==> src/rtl/bk_sum_decoder.sv <==
// Bit-serial inverse of the 12-bit Brent-Kung adder: recovers B = S - A and rebuilds the interleaved operand bus.
// Optional range check (err_out port) is enabled by defining BK_DEC_RANGE_CHECK_EN.
module bk_sum_decoder #(
    parameter int W = 12
) (
    input  logic             clk,
    input  logic             rst_n,
    input  logic             in_valid,
    output logic             in_ready,
    input  logic [W:0]       sum_in,
    input  logic [W-1:0]     a_in,
    output logic             out_valid,
    input  logic             out_ready,
    output logic [W-1:0]     b_out,
    output logic [2*W-1:0]   operands_out
`ifdef BK_DEC_RANGE_CHECK_EN
    ,
    output logic             err_out
`endif
);

    localparam int CNT_W = $clog2(W);

    typedef enum logic [1:0] {
        IDLE = 2'd0,
        RUN  = 2'd1,
        DONE = 2'd2
    } state_e;

    // Full-subtractor cell: returns {borrow_out, difference}.
    function automatic logic [1:0] sub_bit(input logic s, input logic a, input logic br);
        logic d;
        logic bo;
        d  = s ^ a ^ br;
        bo = (~s & a) | (~s & br) | (a & br);
        return {bo, d};
    endfunction

    state_e             state_q, state_d;
    logic [CNT_W-1:0]   cnt_q, cnt_d;
    logic               br_q, br_d;
    logic [W-1:0]       s_q, s_d;
    logic [W-1:0]       a_q, a_d;
    logic [W-1:0]       b_q, b_d;
    logic [1:0]         cell_s;
    logic [2*W-1:0]     operands_s;

`ifdef BK_DEC_RANGE_CHECK_EN
    logic               s_top_q, s_top_d;
`else
    logic               unused_sum_msb_s;
    assign unused_sum_msb_s = sum_in[W];
`endif

    // State register and datapath flops.
    always_ff @(posedge clk or negedge rst_n) begin
        if (!rst_n) begin
            state_q <= IDLE;
            cnt_q   <= {CNT_W{1'b0}};
            br_q    <= 1'b0;
            s_q     <= {W{1'b0}};
            a_q     <= {W{1'b0}};
            b_q     <= {W{1'b0}};
`ifdef BK_DEC_RANGE_CHECK_EN
            s_top_q <= 1'b0;
`endif
        end else begin
            state_q <= state_d;
            cnt_q   <= cnt_d;
            br_q    <= br_d;
            s_q     <= s_d;
            a_q     <= a_d;
            b_q     <= b_d;
`ifdef BK_DEC_RANGE_CHECK_EN
            s_top_q <= s_top_d;
`endif
        end
    end

    // Next-state and serial subtract step.
    always_comb begin
        state_d = state_q;
        cnt_d   = cnt_q;
        br_d    = br_q;
        s_d     = s_q;
        a_d     = a_q;
        b_d     = b_q;
`ifdef BK_DEC_RANGE_CHECK_EN
        s_top_d = s_top_q;
`endif
        cell_s  = sub_bit(s_q[cnt_q], a_q[cnt_q], br_q);
        case (state_q)
            IDLE: begin
                if (in_valid) begin
                    s_d     = sum_in[W-1:0];
                    a_d     = a_in;
                    b_d     = {W{1'b0}};
                    br_d    = 1'b0;
                    cnt_d   = {CNT_W{1'b0}};
`ifdef BK_DEC_RANGE_CHECK_EN
                    s_top_d = sum_in[W];
`endif
                    state_d = RUN;
                end else begin
                    state_d = IDLE;
                end
            end
            RUN: begin
                b_d[cnt_q] = cell_s[0];
                br_d       = cell_s[1];
                cnt_d      = cnt_q + {{(CNT_W-1){1'b0}}, 1'b1};
                if (cnt_q == CNT_W'(W - 1)) begin
                    state_d = DONE;
                end else begin
                    state_d = RUN;
                end
            end
            DONE: begin
                if (out_ready) begin
                    state_d = IDLE;
                end else begin
                    state_d = DONE;
                end
            end
            default: begin
                state_d = IDLE;
            end
        endcase
    end

    // Interleave held operands onto the adder's operand bus layout.
    always_comb begin
        operands_s = {(2*W){1'b0}};
        for (int i = 0; i < W; i++) begin
            operands_s[2*i]   = a_q[i];
            operands_s[2*i+1] = b_q[i];
        end
    end

    assign in_ready     = (state_q == IDLE);
    assign out_valid    = (state_q == DONE);
    assign b_out        = b_q;
    assign operands_out = operands_s;
`ifdef BK_DEC_RANGE_CHECK_EN
    // Carry-out set with no final borrow means overflow; borrow without carry means negative.
    assign err_out      = s_top_q ^ br_q;
`endif

endmodule
==> config.mk <==
export PLATFORM = sky130hd
export DESIGN_NAME = bk_sum_decoder
export DESIGN_NICKNAME = d
export VERILOG_FILES = /design/src/rtl/bk_sum_decoder.sv
export SDC_FILE = /design/constraint.sdc
export NUM_CORES = 1
export LEC_CHECK = 0
export ABC_AREA = 1
export CAP_MARGIN = 20
export CORE_ASPECT_RATIO = 0.6
export CORE_MARGIN = 10
export CORE_UTILIZATION = 49
export CTS_BUF_LIST = sky130_fd_sc_hd__clkbuf_2 sky130_fd_sc_hd__clkbuf_4 sky130_fd_sc_hd__clkbuf_8
export DETAILED_ROUTE_END_ITERATION = 10
export HOLD_SLACK_MARGIN = 0.08
export PLACE_DENSITY_LB_ADDON = 0.1
export SETUP_SLACK_MARGIN = 0.4
export SYNTH_ARGS = -nofsm -noshare
export SYNTH_HDL_FRONTEND = slang
export SYNTH_SLANG_ARGS = --single-unit
==> constraint.sdc <==
create_clock -name clk -period 2.45 [get_ports clk]
set_input_delay 0.735 -clock clk [delete_from_list [all_inputs] [get_ports clk]]
set_output_delay 0.735 -clock clk [all_outputs]
set_load 0.1 [all_outputs]
==> results of run 1 <==
[worst max path at each step]
stage	slack [ns]	start	endpoint	cells after the start
5_1_grt	0.25	cnt_q[0]$_DFFE_PN0P_	b_out[1]$_DFFE_PN0P_	11
3_3_place_gp	0.35	cnt_q[0]$_DFFE_PN0P_	b_out[8]$_DFFE_PN0P_	9
6_report	0.39	cnt_q[0]$_DFFE_PN0P_	b_out[9]$_DFFE_PN0P_	11
4_1_cts	0.40	cnt_q[0]$_DFFE_PN0P_	b_out[9]$_DFFE_PN0P_	11
2_1_floorplan	0.41	cnt_q[0]$_DFFE_PN0P_	b_out[0]$_DFFE_PN0P_	11
3_5_place_dp	0.32	cnt_q[0]$_DFFE_PN0P_	b_out[9]$_DFFE_PN0P_	11
[synthesized netlist by cell type]
cell                         n
sky130_fd_sc_hd__nand2_4     1
sky130_fd_sc_hd__buf_2       3
sky130_fd_sc_hd__buf_4      18
sky130_fd_sc_hd__nor2_2      1
sky130_fd_sc_hd__inv_2       4
sky130_fd_sc_hd__o22ai_1     1
sky130_fd_sc_hd__nand2_2     1
sky130_fd_sc_hd__o31ai_1     1
sky130_fd_sc_hd__o21ai_1     7
sky130_fd_sc_hd__nor2_1     23
sky130_fd_sc_hd__xor2_1      1
sky130_fd_sc_hd__fa_1        1
sky130_fd_sc_hd__clkbuf_1    1
sky130_fd_sc_hd__inv_1      32
sky130_fd_sc_hd__nor3_1      1
sky130_fd_sc_hd__o21ai_0    26
sky130_fd_sc_hd__nand3_1    18
sky130_fd_sc_hd__o21a_1      1
sky130_fd_sc_hd__ha_1        4
sky130_fd_sc_hd__dfrtp_1    43
sky130_fd_sc_hd__nand2_1   101
sky130_fd_sc_hd__a21oi_1     3
[kinds of logic after synthesis]
group	after synthesis	synth area share
buffers and inverters	58	0.130
adder cells (fa/ha/maj)	5	0.0314
AND/OR/NAND/NOR	146	0.262
flip-flops	43	0.483
AO/OA/AOI/OAI	39	0.0903
XOR/XNOR	1	0.00393
[flip-flops by register name, summed over array words and instances, names as in the netlist]
register	cells
br_q	1
cnt_q	4
b_out	12
s_q	12
a_q	12
state_q	2
[critical path, stage by stage (launching register included)]
cell and delay, ns:
sky130_fd_sc_hd__dfrtp_2 0.45, sky130_fd_sc_hd__buf_4 0.15, sky130_fd_sc_hd__nor2_1 0.09, sky130_fd_sc_hd__nor2_1 0.04, sky130_fd_sc_hd__nand2_1 0.05, sky130_fd_sc_hd__o21ai_1 0.08
sky130_fd_sc_hd__nand2_1 0.07, sky130_fd_sc_hd__nand3_1 0.09, sky130_fd_sc_hd__fa_1 0.58, sky130_fd_sc_hd__inv_4 0.09, sky130_fd_sc_hd__nor3_4 0.17, sky130_fd_sc_hd__nor2_1 0.06
[metrics by stage]
stage	hold WS (ns)	std cells	util	area (um^2)	setup WS (ns)
6_report	0.327	410	0.689	2930	0.393
5_1_grt	0.342	410	0.689	2930	0.253
4_1_cts	0.326	409	0.685	2910	0.400
3_5_place_dp	0.480	402	0.663	2820	0.317
3_3_place_gp	0.478	402	0.663	2820	0.354
2_1_floorplan	0.439	292	-	2260	0.409
[layout make-up]
cell class                      instances  area, um^2  share of cell area
Sequential cell                        43        1110               0.377
Multi-Input combinational cell        191         878               0.299
Timing Repair Buffer                   73         652               0.222
Inverter                               36         138              0.0469
Clock buffer                            7        83.8              0.0286
Tap cell                               60        75.1              0.0256
[what timing repair did]
action / 4_1_cts / 5_1_grt
cloned: 0 / 0
setup endpoints to repair: 11 / 11
gates resized for setup: 4 / 5
pin swaps: 0 / 1
buffers inserted: 0 / 1
[routing by layer]
layer / up-vias / global-route usage
met4: 0 / 0.0329
met3: 4 / 0.0529
met1: 906 / 0.200
met5: - / 0
li1: 997 / -
met2: 53 / 0.217
==> reports/qor.csv, run 1 <==
metric;value;unit
syn-num-nets;326;
route.detailed.drc;0;
floorplan.initialDensity;0.524;
synthesis.instances;292;
count_of_distinct_cell_types_in_the_synthesized_netlist;22;
clk_pin_slew_worst_paths;0.08;ns
synth.ff_latch_count;43;
via_per_inst;4.78;
wl_met1;2.80;mm
worstRegToRegCells;11;
grt_overflow_total;0;
hpwl;4.21;mm
die-width;107;um
route.met2.wl;2.34;mm
post_route_wl;5.57;mm
synthesis.yosys.warnings;0;
gp_routability_congestion;0.847;
fmax;486;MHz
worstSetupEndpointType;flop;
cts_tree;done;
worstSkewPairLatency;0.29;ns
timing_hold_violations_final;0;
final_cell_mix;101 x sky130_fd_sc_hd__nand2_1, 42 x sky130_fd_sc_hd__buf_4, 31 x sky130_fd_sc_hd__inv_1, 26 x sky130_fd_sc_hd__clkdlybuf4s50_1, 25 x sky130_fd_sc_hd__dfrtp_2;
drive_gt1_frac;0.254;
routed.top_layer;met4;
clock-skew-final;0.00989;ns
wl_met3;395;um
start_kind;flop;
layout.nets;384;
worstHoldPathType;input pin to asynchronous set/reset pin;
area_growth;31.6;%
pin_count_of_the_biggest_net_entering_global_routing;42;
antenna_diode_count;0;
die-height;72.3;um
wl_per_cell;13.6;um
clk_root_buffer_cell;sky130_fd_sc_hd__clkbuf_8;
detail-route-antenna-nets;0;
pin_count;67;
critPathMaxFanout;11;
cp_data_required_time;2.63;ns
cts-htree-levels;2;
vias;1960;
via_count_of_the_first_global_routing_pass;1979;
io_buffer_count;65;
grt_util_all_layers;0.147;
max-cap-violations;0;
first_pass_grt_wire_length;9.41;mm
layout_commonest_cell;sky130_fd_sc_hd__nand2_1;
grt_antenna_before_repair;0;
crit_type;flop to flop;
part_of_the_cycle_the_worst_path_needs;0.840;
status;completed;
setup_violations;0;
drt_first_pass_iters;4;
synth.largest_area_cell;sky130_fd_sc_hd__dfrtp_1;
ff2ff_setup_slack;0.39;ns
cts.sink_count;43;
core_area;0.00426;mm^2
timing.final.crit_period;2.06;ns
placementRows;18;
layout.filler_cells;362;
max_slew.worst_pin.slew;0.302;ns
cts_inserted_buffers;5;
postSynthAreaPerCell;7.64;um^2
totalNegativeSetupSlack;0;ns
reg2reg_to;b_out[9]$_DFFE_PN0P_;
synth.cell_area;0.00223;mm^2
slew-limit-headroom;0.799;
drt_iter0_markers;112;
design.die.area;0.00774;mm^2
synth.yosys.seq_area_share;0.483;
synth_top_area_share;0.483;
hold_buffers;0;
rsz0062_at_grt;yes;
max-clock-path-buffers;2;
synth_area_leaders;sky130_fd_sc_hd__dfrtp_1 48%, sky130_fd_sc_hd__nand2_1 17%, sky130_fd_sc_hd__buf_4 6.1%;
cp.arrival;2.23;ns
final-max-slew-violation-count;0;
reg2reg_from;cnt_q[0]$_DFFE_PN0P_;
Power of run 1 is left out: the tool's default activity adds up to more than one toggle a clock period on the data nets, which glitch-free logic cannot reach.
==> run 2: changes to the inputs <==
Settings changed: CORE_UTILIZATION 49 to 44.
Clock period 2.45 ns to 1.69 ns, I/O delays scaled along.
==> run 2 against run 1 <==
Against the previous run: wire length up 45%; register-to-register slack worse by 0.82 ns; sequential cell count did not move; cell area increased by 44%; worst hold slack got worse by 0.17 ns; core utilization increased by 20 points; non-clock buffer count increased by 54; sequential share of layout area down 10 points; clock-buffer cell count down 2; first-iteration DRC count up 50%; the run now ends with setup timing left; final cell count grew 15%; global-route usage up 1.2 points.
==> reports/qor.csv, run 2 (synthesized netlist as in run 1, its figures left out) <==
metric;value;unit;change
crit_type;flop to flop;;
setup_ws;-0.424;ns;-0.816 ns
grt_antenna_before_repair;0;;unchanged
layout_commonest_cell;sky130_fd_sc_hd__nand2_1;;
hpwl;4.83;mm;+15%
via_count_of_the_first_global_routing_pass;2284;;+15%
area_growth;89.7;%;
first_pass_grt_wire_length;10.9;mm;+16%
vias;2413;;+23%
timing.final.crit_period;2.11;ns;+0.0562 ns
die-height;75.1;um;+4.0%
violated_checks;setup timing;;
final-max-slew-violation-count;0;;unchanged
max-cap-violations;0;;unchanged
wl_per_cell;17.2;um;+27%
cts_inserted_buffers;5;;unchanged
fmax;473;MHz;-2.7%
max_slew.worst_pin.slew;0.305;ns;+0.00322 ns
floorplan.initialDensity;0.471;;-0.0525
gp_routability_congestion;0.841;;-0.74%
core_area;0.00473;mm^2;+11%
cp_data_required_time;1.92;ns;-0.71 ns
part_of_the_cycle_the_worst_path_needs;1.25;;+0.411
clk_pin_slew_worst_paths;0.09;ns;about the same
pin_count;67;;unchanged
cp.arrival;2.34;ns;+0.11 ns
status;finished, violations left;;
timing_hold_violations_final;0;;unchanged
design.die.area;0.00841;mm^2;+8.7%
rsz0062_at_grt;yes;;
route.detailed.drc;0;;unchanged
cts-htree-levels;2;;unchanged
layout.nets;440;;+15%
io_buffer_count;65;;unchanged
die-width;112;um;+4.5%
clock-skew-final;0.00682;ns;-0.00307 ns
grt_util_all_layers;0.159;;+0.0124
pin_count_of_the_biggest_net_entering_global_routing;44;;+4.8%
slew-limit-headroom;0.797;;-0.00214
critPathMaxFanout;5;;-6
cts_tree;done;;
worstSkewPairLatency;0.31;ns;+0.02 ns
setup_violations;14;;+14
detail-route-antenna-nets;0;;unchanged
post_route_wl;8.08;mm;+45%
drive_gt1_frac;0.472;;+0.217
cts.sink_count;43;;unchanged
drt_first_pass_iters;5;;+1
final_cell_mix;83 x sky130_fd_sc_hd__nand2_1, 40 x sky130_fd_sc_hd__buf_12, 34 x sky130_fd_sc_hd__buf_4, 28 x sky130_fd_sc_hd__inv_1, 25 x sky130_fd_sc_hd__clkdlybuf4s50_1;;
max-clock-path-buffers;2;;unchanged
drt_iter0_markers;168;;+50%
antenna_diode_count;0;;unchanged
hold_buffers;0;;unchanged
worstHoldPathType;input pin to asynchronous set/reset pin;;
placementRows;19;;+1
layout.filler_cells;203;;-44%
grt_overflow_total;0;;unchanged
post_route_core_utilization;0.894;;+0.205
worstSetupEndpointType;flop;;
final.hold.worst_slack;0.158;ns;-0.169 ns
clk_root_buffer_cell;sky130_fd_sc_hd__clkbuf_8;;
via_per_inst;5.13;;+7.4%
start_kind;flop;;
run 2: per-stage QoR:
step | worst slack, ns | instance area [um^2] | setup TNS, ns | std cells
4_1_cts | -0.284 | 3950 | -3.02 | 461
5_1_grt | -0.461 | 4230 | -5.36 | 470
2_1_floorplan | -0.266 | 2530 | -2.61 | 292
3_3_place_gp | -0.308 | 3680 | -3.28 | 447
3_5_place_dp | -0.399 | 3680 | -3.95 | 447
6_report | -0.424 | 4230 | -4.27 | 470
run 2: metal layers:
metal  GRT usage  wire, um  vias up
met3      0.0587       760       24
li1            -         -     1118
met2       0.279      3990      129
met1       0.184      3130     1142
met5           0         0        -
met4      0.0397       201        0
run 2: path summary, 6_finish.rpt:
path	startpoint	end	slack, ns	depth (start not counted)
worst max-delay path	cnt_q[0]$_DFFE_PN0P_	b_out[11]$_DFFE_PN0P_	-0.42	11
worst max register to register	cnt_q[0]$_DFFE_PN0P_	b_out[11]$_DFFE_PN0P_	-0.42	11
max in group asynchronous	rst_n	a_q[1]$_DFFE_PN0P_	1.29	2
worst min register to register	s_q[10]$_DFFE_PN0P_	s_q[10]$_DFFE_PN0P_	0.50	2
min in group clk	s_q[10]$_DFFE_PN0P_	s_q[10]$_DFFE_PN0P_	0.50	2
worst min-delay path	rst_n	a_q[9]$_DFFE_PN0P_	0.16	2
run 2: layout make-up:
class / instances / area [um^2] / share of cell area
Multi-Input combinational cell: 192 / 1080 / 0.256
Sequential cell: 43 / 1160 / 0.274
Timing Repair inverter: 1 / 16.3 / 0.00385
Timing Repair Buffer: 127 / 1650 / 0.390
Clock buffer: 5 / 68.8 / 0.0163
Inverter: 36 / 155 / 0.0367
Tap cell: 63 / 78.8 / 0.0186
Clock inverter: 3 / 15.0 / 0.00355
run 2: what timing repair did:
item,CTS,global route
resized for setup,41,53
pin swaps,5,10
setup endpoints to repair,75,78
gates cloned,1,5
setup buffers,5,4
run 2: critical path, cell delays in order (launching register included):
cell and delay (ns):
sky130_fd_sc_hd__dfrtp_2 0.45, sky130_fd_sc_hd__buf_6 0.15, sky130_fd_sc_hd__nand2_1 0.09, sky130_fd_sc_hd__nand3_1 0.11
sky130_fd_sc_hd__nand2_1 0.08, sky130_fd_sc_hd__nand2_1 0.06, sky130_fd_sc_hd__nand2_1 0.06, sky130_fd_sc_hd__nor2_2 0.13
sky130_fd_sc_hd__fa_2 0.49, sky130_fd_sc_hd__buf_4 0.16, sky130_fd_sc_hd__buf_6 0.10, sky130_fd_sc_hd__o21ai_1 0.16
Power of run 2 is left out for the same reason.
==> run 3: changes to the inputs <==
Settings changed: CORE_UTILIZATION 44 to 42, CTS_BUF_LIST sky130_fd_sc_hd__clkbuf_2 sky130_fd_sc_hd__clkbuf_4 sky130_fd_sc_hd__clkbuf_8 to not set, CTS_CLUSTER_DIAMETER set to 120.
==> run 3 against run 2 <==
Against the previous run: the flow still finishes with violations (setup timing); cell area is 0.71% higher; core utilization is 6.0 points lower; wire length is 6.4% lower; critical path type unchanged; sequential cell count stayed put; setup slack worse by 0.045 ns; register-to-register slack worse by 0.05 ns; die area is 3.7% higher; via count is 3.0% lower; critical path depth stayed put; non-clock buffer count is 1 lower; clock skew is 0.0022 ns higher; worst hold slack worse by 0.043 ns.
==> reports/qor.csv, run 3 (synthesized netlist as in run 1, its figures left out) <==
metric;value;unit;change
grt_overflow_total;0;;unchanged
worstSetupEndpointType;flop;;
gp_routability_congestion;0.810;;-3.7%
cts_inserted_buffers;5;;unchanged
fmax;463;MHz;-2.1%
vias;2341;;-3.0%
layout_commonest_cell;sky130_fd_sc_hd__nand2_1;;
via_count_of_the_first_global_routing_pass;2359;;+3.3%
grt_util_all_layers;0.164;;+0.00507
antenna_diode_count;0;;unchanged
detail-route-antenna-nets;0;;unchanged
final_cell_mix;82 x sky130_fd_sc_hd__nand2_1, 42 x sky130_fd_sc_hd__buf_12, 31 x sky130_fd_sc_hd__buf_4, 28 x sky130_fd_sc_hd__inv_1, 25 x sky130_fd_sc_hd__clkdlybuf4s50_1;;
core_area;0.00510;mm^2;+7.9%
final.hold.worst_slack;0.114;ns;-0.0434 ns
timing.final.crit_period;2.16;ns;+0.0452 ns
clock-skew-final;0.00900;ns;+0.00219 ns
critPathMaxFanout;11;;+6
die-width;114;um;+1.9%
reg2reg_to;b_out[2]$_DFFE_PN0P_;;
status;finished, violations left;;
violated_checks;setup timing;;
ff2ff_setup_slack;-0.47;ns;-0.05 ns
cts-htree-levels;2;;unchanged
route.detailed.drc;0;;unchanged
multi_input_comb_area;0.00109;mm^2;+0.92%
area_growth;91.1;%;
setup_violations;14;;unchanged
rsz0062_at_grt;yes;;
grt_antenna_before_repair;0;;unchanged
via_per_inst;4.98;;-3.0%
start_kind;flop;;
max-cap-violations;0;;unchanged
wl_per_cell;16.1;um;-6.4%
final-max-slew-violation-count;0;;unchanged
crit_type;flop to flop;;
layout.filler_cells;289;;+42%
first_pass_grt_wire_length;11.9;mm;+8.7%
worstSkewPairLatency;0.30;ns;about the same
slew-limit-headroom;0.745;;-0.0515
floorplan.initialDensity;0.437;;-0.0345
io_buffer_count;65;;unchanged
timing_hold_violations_final;0;;unchanged
reg2reg_from;cnt_q[0]$_DFFE_PN0P_;;
drt_iter0_markers;174;;+3.6%
regArea;0.00116;mm^2;-0.11%
clk_pin_slew_worst_paths;0.08;ns;about the same
layout.nets;437;;-0.68%
post_route_wl;7.57;mm;-6.4%
cp_data_required_time;1.89;ns;-0.03 ns
hpwl;4.70;mm;-2.8%
clk_root_buffer_cell;sky130_fd_sc_hd__clkbuf_8;;
cts_tree;done;;
worstHoldPathType;input pin to asynchronous set/reset pin;;
placementRows;20;;+1
part_of_the_cycle_the_worst_path_needs;1.28;;+0.0267
design.die.area;0.00872;mm^2;+3.7%
max_slew.worst_pin.slew;0.382;ns;+0.0772 ns
cp.arrival;2.36;ns;+0.02 ns
setup_ws;-0.469;ns;-0.0452 ns
max-clock-path-buffers;2;;unchanged
pin_count_of_the_biggest_net_entering_global_routing;29;;-34%
worstRegToRegCells;11;;unchanged
drt_first_pass_iters;4;;-1
cts.sink_count;43;;unchanged
pin_count;67;;unchanged
drive_gt1_frac;0.470;;-0.00145
die-height;76.4;um;+1.7%
-- run 3: changes by cell type in the layout (fill, tap and decap cells not counted), sizes merged --
cell	previous run	this run
clkbuf	7	8
nand2	104	103
clkinv	5	1
buf	99	100
-- run 3: layout make-up --
class | count | share of cell area
clock buffer | 8 | 0.0235
timing repair buffer | 126 | 0.391
tap | 66 | 0.0194
multi-input combinational | 191 | 0.257
inverter | 36 | 0.0370
sequential | 43 | 0.272
-- run 3: worst max-delay path by stage --
stage	depth (start not counted)	slack, ns	end	startpoint
after global routing	11	-0.56	b_out[2]$_DFFE_PN0P_	cnt_q[0]$_DFFE_PN0P_
after floorplan	11	-0.27	b_out[0]$_DFFE_PN0P_	a_q[0]$_DFFE_PN0P_
after detailed placement	11	-0.41	b_out[9]$_DFFE_PN0P_	cnt_q[0]$_DFFE_PN0P_
final	11	-0.47	b_out[2]$_DFFE_PN0P_	cnt_q[0]$_DFFE_PN0P_
after global placement	11	-0.32	b_out[9]$_DFFE_PN0P_	cnt_q[0]$_DFFE_PN0P_
after CTS	11	-0.27	b_out[9]$_DFFE_PN0P_	cnt_q[0]$_DFFE_PN0P_
-- run 3: through the flow --
step	utilization	instances	instance area, um^2	TNS [ns]	worst slack, ns
2_1_floorplan	-	292	2530	-2.61	-0.266
3_3_place_gp	0.717	447	3660	-3.40	-0.319
3_5_place_dp	0.717	447	3660	-4.29	-0.411
4_1_cts	0.807	465	4120	-2.89	-0.270
5_1_grt	0.835	470	4260	-6.61	-0.557
6_report	0.835	470	4260	-5.39	-0.469
-- run 3: per-layer routing --
layer | track usage | share of wire | up-vias
met5 | 0 | 0 | -
met4 | 0.0362 | 0.015 | 0
met3 | 0.0535 | 0.082 | 12
met2 | 0.244 | 0.47 | 106
met1 | 0.224 | 0.43 | 1108
li1 | - | - | 1115
-- run 3: repair_timing --
action	in CTS	in global routing
pin swaps	22	7
cloned	2	0
resized for setup	72	25
setup endpoints to repair	72	80
setup buffers	8	5
hold buffers	0	0
-- run 3: worst max-delay path, cell delays in order, from the launching register on --
cell and delay (ns):
sky130_fd_sc_hd__dfrtp_1 0.43, sky130_fd_sc_hd__buf_6 0.16, sky130_fd_sc_hd__nor2_1 0.17, sky130_fd_sc_hd__nor2_1 0.09, sky130_fd_sc_hd__nand2_1 0.08, sky130_fd_sc_hd__nand2_1 0.07, sky130_fd_sc_hd__nand2_1 0.08, sky130_fd_sc_hd__nand3_2 0.11
sky130_fd_sc_hd__fa_2 0.61, sky130_fd_sc_hd__inv_6 0.07, sky130_fd_sc_hd__o21ai_1 0.14, sky130_fd_sc_hd__inv_1 0.05
Power of run 3 is left out for the same reason.
